[config.mk]
export PLATFORM = sky130hd
export DESIGN_NAME = fetch_ctrl
export DESIGN_NICKNAME = d
export VERILOG_FILES = /design/src/rtl/fetch_pkg.sv /design/src/rtl/fetch_buf.sv /design/src/rtl/fetch_ctrl.sv
export SDC_FILE = /design/constraint.sdc
export NUM_CORES = 1
export LEC_CHECK = 0
export CELL_PAD_IN_SITES_DETAIL_PLACEMENT = 1
export CELL_PAD_IN_SITES_GLOBAL_PLACEMENT = 1
export CORE_ASPECT_RATIO = 1.1
export CORE_MARGIN = 8
export CORE_UTILIZATION = 41
export DETAILED_ROUTE_END_ITERATION = 8
export PLACE_DENSITY = 0.91
export SKIP_LAST_GASP = 1
export SLEW_MARGIN = 20
export SYNTH_ARGS = -nofsm -noshare
export SYNTH_HDL_FRONTEND = slang
export SYNTH_SLANG_ARGS = --single-unit
[constraint.sdc]
create_clock -name clk_i -period 8.6 [get_ports clk_i]
set_clock_uncertainty 0.2 [all_clocks]
set_input_delay 2.15 -clock clk_i [delete_from_list [all_inputs] [get_ports clk_i]]
set_output_delay 2.15 -clock clk_i [all_outputs]
set_load 0.02 [all_outputs]
[src/rtl/fetch_pkg.sv]
// Shared types and constants for the instruction-fetch sequencer.
//   fetch_state_e : controller FSM states (IDLE, REQ, WAIT)
//   fetch_entry_t : one buffered instruction together with the PC it was fetched from
//   INSTR_BYTES   : PC increment between sequential fetches
//   align_word()  : clears the byte-offset bits of an address
package fetch_pkg;

  typedef enum logic [1:0] {
    IDLE,
    REQ,
    WAIT
  } fetch_state_e;

  typedef struct packed {
    logic [31:0] instr;
    logic [31:0] pc;
  } fetch_entry_t;

  localparam logic [31:0] INSTR_BYTES = 32'd4;

  function automatic logic [31:0] align_word(input logic [31:0] addr);
    return {addr[31:2], 2'b00};
  endfunction

endpackage

[src/rtl/fetch_buf.sv]
// Instruction buffer: a small FIFO of fetch_entry_t with a zero-latency head.
// Ports:
//   clk_i, rst_ni  : clock (rising edge), asynchronous active-low reset
//   push_i         : write push_data_i at the tail
//   push_data_i    : entry to write
//   pop_i          : drop the head entry (ignored when empty)
//   flush_i        : empty the buffer; wins over push and pop in the same cycle
//   count_o        : number of valid entries
//   head_o         : oldest entry, valid only while empty_o is low
//   empty_o        : no valid entries
// DEPTH must be a power of two (2 or 4) so the pointers wrap naturally.
module fetch_buf
  import fetch_pkg::*;
#(
  parameter int DEPTH = 2
) (
  input  logic                         clk_i,
  input  logic                         rst_ni,
  input  logic                         push_i,
  input  fetch_entry_t                 push_data_i,
  input  logic                         pop_i,
  input  logic                         flush_i,
  output logic [$clog2(DEPTH+1)-1:0]   count_o,
  output fetch_entry_t                 head_o,
  output logic                         empty_o
);

  localparam int PW = $clog2(DEPTH);
  localparam int CW = $clog2(DEPTH + 1);

  fetch_entry_t  mem_q [DEPTH];
  logic [PW-1:0] rd_ptr_q;
  logic [PW-1:0] wr_ptr_q;
  logic [CW-1:0] count_q;
  logic          do_push;
  logic          do_pop;

  assign do_push = push_i && !flush_i;
  assign do_pop  = pop_i && !flush_i && (count_q != '0);

  // NOTE: state registers use non-blocking assignments so every flop samples
  // the pre-edge value of every other flop, independent of block ordering.
  always_ff @(posedge clk_i or negedge rst_ni) begin
    if (!rst_ni) begin
      rd_ptr_q <= '0;
      wr_ptr_q <= '0;
      count_q  <= '0;
    end else if (flush_i) begin
      rd_ptr_q <= '0;
      wr_ptr_q <= '0;
      count_q  <= '0;
    end else begin
      if (do_push) wr_ptr_q <= wr_ptr_q + PW'(1);
      if (do_pop)  rd_ptr_q <= rd_ptr_q + PW'(1);
      count_q <= count_q + CW'(do_push) - CW'(do_pop);
    end
  end

  // NOTE: the storage array has no reset; validity is tracked by count_q
  // alone, and the top masks the head while the buffer is empty.
  always_ff @(posedge clk_i) begin
    if (do_push) mem_q[wr_ptr_q] <= push_data_i;
  end

  assign head_o  = mem_q[rd_ptr_q];
  assign count_o = count_q;
  assign empty_o = (count_q == '0);

  // The controller only requests when a slot is reserved, so a push can
  // never land on a full buffer.
  a_no_overflow : assert property (@(posedge clk_i) disable iff (!rst_ni)
    !(do_push && (count_q == CW'(DEPTH))));

endmodule

[src/rtl/fetch_ctrl.sv]
// Instruction-fetch sequencer. Owns the fetch PC, issues one word request at a
// time over a req/gnt/rvalid memory port, buffers returned instructions and
// hands {instr, pc} pairs to decode. Redirects flush the buffer and cause any
// response already in flight to be dropped.
// Ports:
//   clk_i, rst_ni            : clock (rising edge), asynchronous active-low reset
//   en_i                     : fetch enable; low blocks new requests
//   imem_req_o/imem_addr_o   : request and word address (always the fetch PC)
//   imem_gnt_i               : request accepted this cycle
//   imem_rvalid_i/imem_rdata_i : read response
//   redirect_i/redirect_pc_i : redirect pulse and target
//   instr_valid_o/instr_o/instr_pc_o/instr_ready_i : decode handshake
//   busy_o                   : request pending or response outstanding
module fetch_ctrl
  import fetch_pkg::*;
#(
  parameter logic [31:0] RESET_PC  = 32'h0000_0000,
  parameter int          BUF_DEPTH = 2
) (
  input  logic        clk_i,
  input  logic        rst_ni,
  input  logic        en_i,
  output logic        imem_req_o,
  output logic [31:0] imem_addr_o,
  input  logic        imem_gnt_i,
  input  logic        imem_rvalid_i,
  input  logic [31:0] imem_rdata_i,
  input  logic        redirect_i,
  input  logic [31:0] redirect_pc_i,
  output logic        instr_valid_o,
  output logic [31:0] instr_o,
  output logic [31:0] instr_pc_o,
  input  logic        instr_ready_i,
  output logic        busy_o
);

  localparam int            CW      = $clog2(BUF_DEPTH + 1);
  localparam logic [CW:0]   DEPTH_W = (CW + 1)'(BUF_DEPTH);

  fetch_state_e state_q, state_d;
  logic [31:0]  fpc_q, fpc_d;
  logic [31:0]  req_pc_q, req_pc_d;
  logic         discard_q, discard_d;

  logic [CW-1:0] buf_count;
  logic [CW:0]   occupancy;
  logic          outstanding;
  logic          slot_free;
  logic          buf_push;
  logic          buf_pop;
  logic          buf_empty;
  fetch_entry_t  push_entry;
  fetch_entry_t  head;

  // A slot is reserved for the response in flight, so a new request is only
  // allowed while buffered entries plus the outstanding one leave room.
  assign outstanding = (state_q == WAIT);
  assign occupancy   = {1'b0, buf_count} + {{CW{1'b0}}, outstanding};
  assign slot_free   = (occupancy < DEPTH_W);

  // A response is kept only when it is not marked stale and no redirect
  // arrives alongside it.
  assign buf_push   = (state_q == WAIT) && imem_rvalid_i && !discard_q && !redirect_i;
  assign buf_pop    = instr_valid_o && instr_ready_i;
  assign push_entry = '{instr: imem_rdata_i, pc: req_pc_q};

  always_comb begin
    // NOTE: defaults first so every path assigns every output; no latches.
    state_d   = state_q;
    fpc_d     = fpc_q;
    req_pc_d  = req_pc_q;
    discard_d = discard_q;

    unique case (state_q)
      IDLE: begin
        if (en_i && slot_free) state_d = REQ;
      end
      REQ: begin
        // Address is fpc_q and stays put until granted.
        if (imem_gnt_i) begin
          req_pc_d = fpc_q;
          fpc_d    = fpc_q + INSTR_BYTES;
          state_d  = WAIT;
        end
      end
      WAIT: begin
        if (imem_rvalid_i) begin
          discard_d = 1'b0;
          state_d   = (en_i && slot_free) ? REQ : IDLE;
        end
      end
      default: state_d = IDLE;
    endcase

    // Redirect overrides the normal sequencing in every state.
    if (redirect_i) begin
      fpc_d = align_word(redirect_pc_i);
      unique case (state_q)
        REQ: begin
          // Granted now: the response is still coming and must be dropped.
          // Not granted: withdraw and reissue at the target from IDLE.
          state_d   = imem_gnt_i ? WAIT : IDLE;
          discard_d = imem_gnt_i;
        end
        WAIT: begin
          // Response arriving now is dropped directly; otherwise mark it stale.
          state_d   = imem_rvalid_i ? IDLE : WAIT;
          discard_d = !imem_rvalid_i;
        end
        default: state_d = IDLE;
      endcase
    end
  end

  always_ff @(posedge clk_i or negedge rst_ni) begin
    if (!rst_ni) begin
      state_q   <= IDLE;
      fpc_q     <= RESET_PC;
      req_pc_q  <= '0;
      discard_q <= 1'b0;
    end else begin
      state_q   <= state_d;
      fpc_q     <= fpc_d;
      req_pc_q  <= req_pc_d;
      discard_q <= discard_d;
    end
  end

  fetch_buf #(
    .DEPTH (BUF_DEPTH)
  ) u_buf (
    .clk_i       (clk_i),
    .rst_ni      (rst_ni),
    .push_i      (buf_push),
    .push_data_i (push_entry),
    .pop_i       (buf_pop),
    .flush_i     (redirect_i),
    .count_o     (buf_count),
    .head_o      (head),
    .empty_o     (buf_empty)
  );

  assign imem_req_o    = (state_q == REQ);
  assign imem_addr_o   = fpc_q;
  assign instr_valid_o = !buf_empty;
  // Head storage is unreset, so force zeros while nothing is valid.
  assign instr_o       = buf_empty ? '0 : head.instr;
  assign instr_pc_o    = buf_empty ? '0 : head.pc;
  assign busy_o        = (state_q != IDLE) || discard_q;

endmodule

==> run metrics, run 1 <==
top cells by area, synth=edfxtp_1 47%, dfrtp_1 21%, mux2i_1 8.0%; die area=24000 µm²; Worst Setup End Kind=output pin; relative slew slack=32.0%; Worst EP required=6.25 ns; Worst Path Arrival=2.49 ns; layout cell share with drive strength beyond 1=8.72%; Initial Util=41.7%; Synth Warn #=0; maxcap violations=0; Worst Reg-to-Reg Cells=6; most frequent cells in the layout=162 x clkdlybuf4s50_1, 124 x edfxtp_1, 82 x nor2_1; via count=5340; Setup TNS=0 ns; initial antenna violation count=0; cts bufs inserted=17; CTS max path bufs=2; CTS H-tree lvls=4; Mapped Area=7930 µm²; hold_sp=req_pc_q[17]; top cell type's share of synthesized area=47.0%; grt total ovfl=0; DRT antenna net count=0; Die X=149 µm; Worst Hold Class=register to register; LEAKAGE=3.61 nW; tightest hold margin=0.272 ns; Reg power frac=48.8%; Seq/Total Area, Yosys=68.1%; vias in the first global route=5768; worst hold endpoint=u_buf.mem_q[0][17]; Fin. Hold Viols=0; VDD IR-drop max=0.140 mV; internal power=1.85 mW; Cell Pwr Density=248 nW/µm²; critical path launch point type=register; IO Pins=170; # setup viols final=0; switching power=0.729 mW; IO buf count=163; Comb pwr share=20.8%; largest net degree at the start of global routing=68; final slew viol count=0; Final min period=4.84 ns; worst hold path depth=0; R2R Path Start=state_q[1]; Setup CP Type=register to output pin; Area Overhead vs Synth=31.1%; Post-CTS Resized=0; Nets=823; Unique masters post-synth=35; DRC violations left=0; clk_lat worst skew=0.42 ns; Clk pwr share=30.4%; CP Max Fanout=33; Yosys reg bits=191; routed wire length=21100 µm; Detail Placement HPWL=13900 µm; DRT Pass-1 Iters=4; register area=5400 µm²; Tcrit/Tclk final=56.3%; drt wl/cell=21.0 µm; Mean Syn Cell Area=13.6 µm²; Sw Share=28.3%; n_diodes=0; most common cell after layout, fill and taps aside=clkdlybuf4s50_1; vias per inst=5.32; CTS tree=yes; leading area contributor after synthesis=edfxtp_1; worst reg2reg setup slack=5.71 ns; CTS root buffer=clkbuf_16; clock-pin slew on the worst setup and hold paths=0.07 ns; # hold bufs at CTS=0; Multi-input gate area=2370 µm²; fmax=207 MHz; Std-Cell Rows=53; Slew @ Worst Pin=1.01 ns; Post-Syn Instances=585; filler cell count=1924; worst reg2reg endpoint=imem_addr_o[30]; die height=162 µm; setup bufs post-CTS=0; clk sinks=191; Final GP Congestion=0.769; first-pass GRT wire length=33000 µm; starting DRC count in detailed routing=250; Core Footprint=19000 µm²; RSZ-0062 raised after global routing=false; outcome=complete, no violations; Total GRT Usage=17.7%
==> power by group through the flow <==
stage	registers [mW]	logic [mW]	clock network, mW
3_3_place_gp	1.26	0.505	0
5_1_grt	1.27	0.582	0.837
6_report	1.26	0.537	0.785
4_1_cts	1.27	0.536	0.803
3_5_place_dp	1.28	0.527	0
2_1_floorplan	1.24	0.302	0
==> worst max-delay path, cell delays in order, from the launching register on <==
cell             delay (ns)
dfrtp_4                0.80
buf_12                 0.33
mux2i_1                0.26
nor2_1                 0.08
clkdlybuf4s50_1        0.58
==> layout make-up <==
class | count | share of cell area [%]
sequential | 191 | 52.0
multi-input combinational | 352 | 22.8
timing repair buffer | 170 | 16.3
clock buffer | 19 | 4.16
tap | 247 | 2.97
clock inverter | 12 | 1.37
inverter | 13 | 0.469
==> cells by family (layout without fill, tap and decap cells) <==
group / after synthesis / count (layout) / synth area share (%)
adders and majority gates: 7 / 7 / 1.10
xor gates and xnor gates: 14 / 14 / 1.55
muxes: 89 / 89 / 11.6
AOI/OAI and AO/OA: 60 / 60 / 4.50
buffers and inverters: 45 / 214 / 2.46
other: 1 / 4 / 0.0473
and+or+nand+nor: 178 / 178 / 10.6
DFF: 191 / 191 / 68.1
==> through the flow <==
stage	utilization (%)	worst slack (ns)	power (mW)	std cells	instance area, µm²
final	54.6	3.76	2.58	1004	10400
after global routing	54.6	3.64	2.69	1004	10400
after CTS	54.5	3.45	2.61	1003	10400
after detailed placement	51.5	3.73	1.81	972	9800
after global placement	51.5	3.88	1.77	972	9800
after floorplan	-	2.08	1.54	588	7950
==> cell usage after synthesis, drive strengths merged <==
master / n
dfrtp: 67
clkbuf: 17
o211ai: 2
and3: 2
xor2: 6
nand2b: 2
mux2i: 63
inv: 12
a41oi: 1
o31ai: 10
or3: 9
or4: 16
conb: 1
buf: 15
edfxtp: 124
clkinv: 1
nor3: 4
mux2: 26
and2: 1
o21ai: 26
a31oi: 18
nand3: 12
and4: 2
a21oi: 3
xnor2: 8
nor4: 3
nand2: 35
nand4: 8
nor2b: 1
nor2: 83
ha: 7
==> flip-flops by register name, summed over array words and instances, names as in the netlist <==
name	flops
imem_addr_o	30
u_buf.rd_ptr_q	1
state_q	2
u_buf.wr_ptr_q	1
req_pc_q	30
u_buf.count_o	2
u_buf.mem_q	124
discard_q	1
==> worst max-delay path by stage <==
stage / cells after the start / end / slack, ns / start
floorplan: 2 / u_buf.mem_q[0][10] / 2.08 / redirect_i
global placement: 5 / state_q[1] / 3.88 / redirect_i
detailed placement: 5 / imem_addr_o[13] / 3.73 / redirect_i
CTS: 3 / instr_pc_o[17] / 3.45 / u_buf.rd_ptr_q
global route: 4 / instr_o[3] / 3.64 / u_buf.rd_ptr_q
finish: 4 / instr_pc_o[5] / 3.76 / u_buf.rd_ptr_q
==> layer usage <==
metal	vias up	GRT usage (%)	part of all wire, %
li1	2463	-	-
met1	2714	20.9	42
met2	133	31.0	52
met3	30	3.53	4.0
met4	0	7.10	2.6
met5	-	0	0
Power figures use the tool's default switching activity.
==> run 2, diff against run 1 <==
--- a/config.mk
+++ b/config.mk
@@ -9,9 +9,9 @@
 export CELL_PAD_IN_SITES_GLOBAL_PLACEMENT = 1
 export CORE_ASPECT_RATIO = 1.1
 export CORE_MARGIN = 8
-export CORE_UTILIZATION = 41
+export CORE_UTILIZATION = 37
 export DETAILED_ROUTE_END_ITERATION = 8
-export PLACE_DENSITY = 0.91
+export PLACE_DENSITY = 0.87
 export SKIP_LAST_GASP = 1
 export SLEW_MARGIN = 20
 export SYNTH_ARGS = -nofsm -noshare
==> constraint.sdc (replaced) <==
create_clock -name clk_i -period 4.09 [get_ports clk_i]
set_clock_uncertainty 0.2 [all_clocks]
set_input_delay 1.0225 -clock clk_i [delete_from_list [all_inputs] [get_ports clk_i]]
set_output_delay 1.0225 -clock clk_i [all_outputs]
set_load 0.02 [all_outputs]
==> run 2 against run 1 <==
Net effect: register-to-register slack worse by 4.5 ns; count of clock-buffer cells in the layout stayed put; core utilization is 5.2 points lower; die area is 9.7% higher; combinational power is 110% higher; non-clock buffer count is 3 higher; via count is 0.81% lower; highest routed layer unchanged; critical path depth stayed put; worst hold slack better by 0.0037 ns.
==> run metrics, run 2 (same netlist as run 1, synthesis figures left out) <==
outcome=complete, no violations; die height=170 µm; grt total ovfl=0; Final GP Congestion=0.759; CTS H-tree lvls=4; critical path launch point type=register; Detail Placement HPWL=14400 µm; Slew @ Worst Pin=0.898 ns; Final min period=3.73 ns; maxcap violations=0; Total GRT Usage=16.0%; Worst EP required=2.87 ns; Finished Cell Area=10500 µm²; final core utilization=49.4%; via count=5297; Initial Util=37.5%; n_diodes=0; setup bufs post-CTS=0; Die X=156 µm; # setup viols final=0; VDD IR-drop max=0.237 mV; CTS root buffer=clkbuf_16; die area=26400 µm²; filler cell count=2209; Worst Path Arrival=2.50 ns; drt wl/cell=19.9 µm; Post-CTS Resized=0; fmax=268 MHz; layout cell share with drive strength beyond 1=9.33%; starting DRC count in detailed routing=181; CTS tree=yes; Std-Cell Rows=56; number of flip-flops in the largest register=124; vias per inst=5.04; Worst Hold Class=register to register; routed wire length=20900 µm; clk sinks=191; DRT antenna net count=0; CP Max Fanout=23; Core Footprint=21200 µm²; relative slew slack=40.1%; vias in the first global route=5794; DRT Pass-1 Iters=4; Worst Setup End Kind=output pin; initial antenna violation count=0; # hold bufs at CTS=0; LEAKAGE=3.63 nW; Total Power=5.26 mW; largest net degree at the start of global routing=68; Setup TNS=0 ns; Nets=826; most frequent cells in the layout=162 x clkdlybuf4s50_1, 124 x edfxtp_1, 82 x nor2_1; clock-pin slew on the worst setup and hold paths=0.07 ns; first-pass GRT wire length=32300 µm; Tcrit/Tclk final=91.1%; CTS max path bufs=2; Setup CP Type=register to output pin; DRC violations left=0; IO buf count=163; final slew viol count=0; RSZ-0062 raised after global routing=false; placed cell area=9940 µm²; Cell Pwr Density=503 nW/µm²; Biggest register=u_buf.mem_q; clk_lat worst skew=0.42 ns; IO Pins=170; Area Overhead vs Synth=31.9%; Fin. Hold Viols=0; cts bufs inserted=17; most common cell after layout, fill and taps aside=clkdlybuf4s50_1
## run 2: per-stage QoR
step | setup WS [ns] | hold slack (ns) | instances
floorplan | 0.150 | 0.237 | 588
global placement | 0.513 | 0.244 | 1019
detailed placement | 0.400 | 0.255 | 1019
CTS | 0.296 | 0.275 | 1051
global route | 0.208 | 0.289 | 1051
finish | 0.364 | 0.276 | 1051
## run 2: area by class of cell
class	count	area (µm²)	share of cell area, %
Multi-Input combinational cell	352	2370	22.7
Inverter	13	48.8	0.467
Clock buffer	19	433	4.14
Tap cell	290	363	3.47
Sequential cell	191	5400	51.7
Timing Repair Buffer	173	1750	16.7
Clock inverter	13	87.6	0.837
## run 2: path summary, 6_finish.rpt
| check | start | to | slack [ns] | cells after the start |
|---|---|---|---|---|
| setup / recovery | u_buf.rd_ptr_q | instr_pc_o[19] | 0.36 | 4 |
| hold / removal | req_pc_q[17] | u_buf.mem_q[1][17] | 0.28 | 0 |
| setup reg to reg | state_q[1] | imem_addr_o[26] | 1.20 | 6 |
| hold reg to reg | req_pc_q[17] | u_buf.mem_q[1][17] | 0.28 | 0 |
| max in group asynchronous | rst_ni | u_buf.rd_ptr_q | 2.43 | 2 |
| min in group asynchronous | rst_ni | imem_addr_o[6] | 0.60 | 2 |
## run 2: report_power, final
part / internal (mW) / switching, mW
clock network: 0.780 / 0.711
registers: 2.40 / 0.227
logic: 0.547 / 0.592
## run 2: worst max-delay path, stage by stage (launching register included)
cell and delay (ns):
dfrtp_4 0.73, buf_4 0.44, mux2i_1 0.13, nor2_1 0.11
clkdlybuf4s50_1 0.64
## run 2: metal layers
| metal | up-vias | GRT usage (%) | wire length (µm) |
|---|---|---|---|
| met4 | 0 | 6.59 | 471 |
| met1 | 2687 | 18.3 | 8630 |
| li1 | 2455 | - | - |
| met3 | 31 | 3.13 | 761 |
| met5 | - | 0 | 0 |
| met2 | 124 | 28.8 | 11000 |
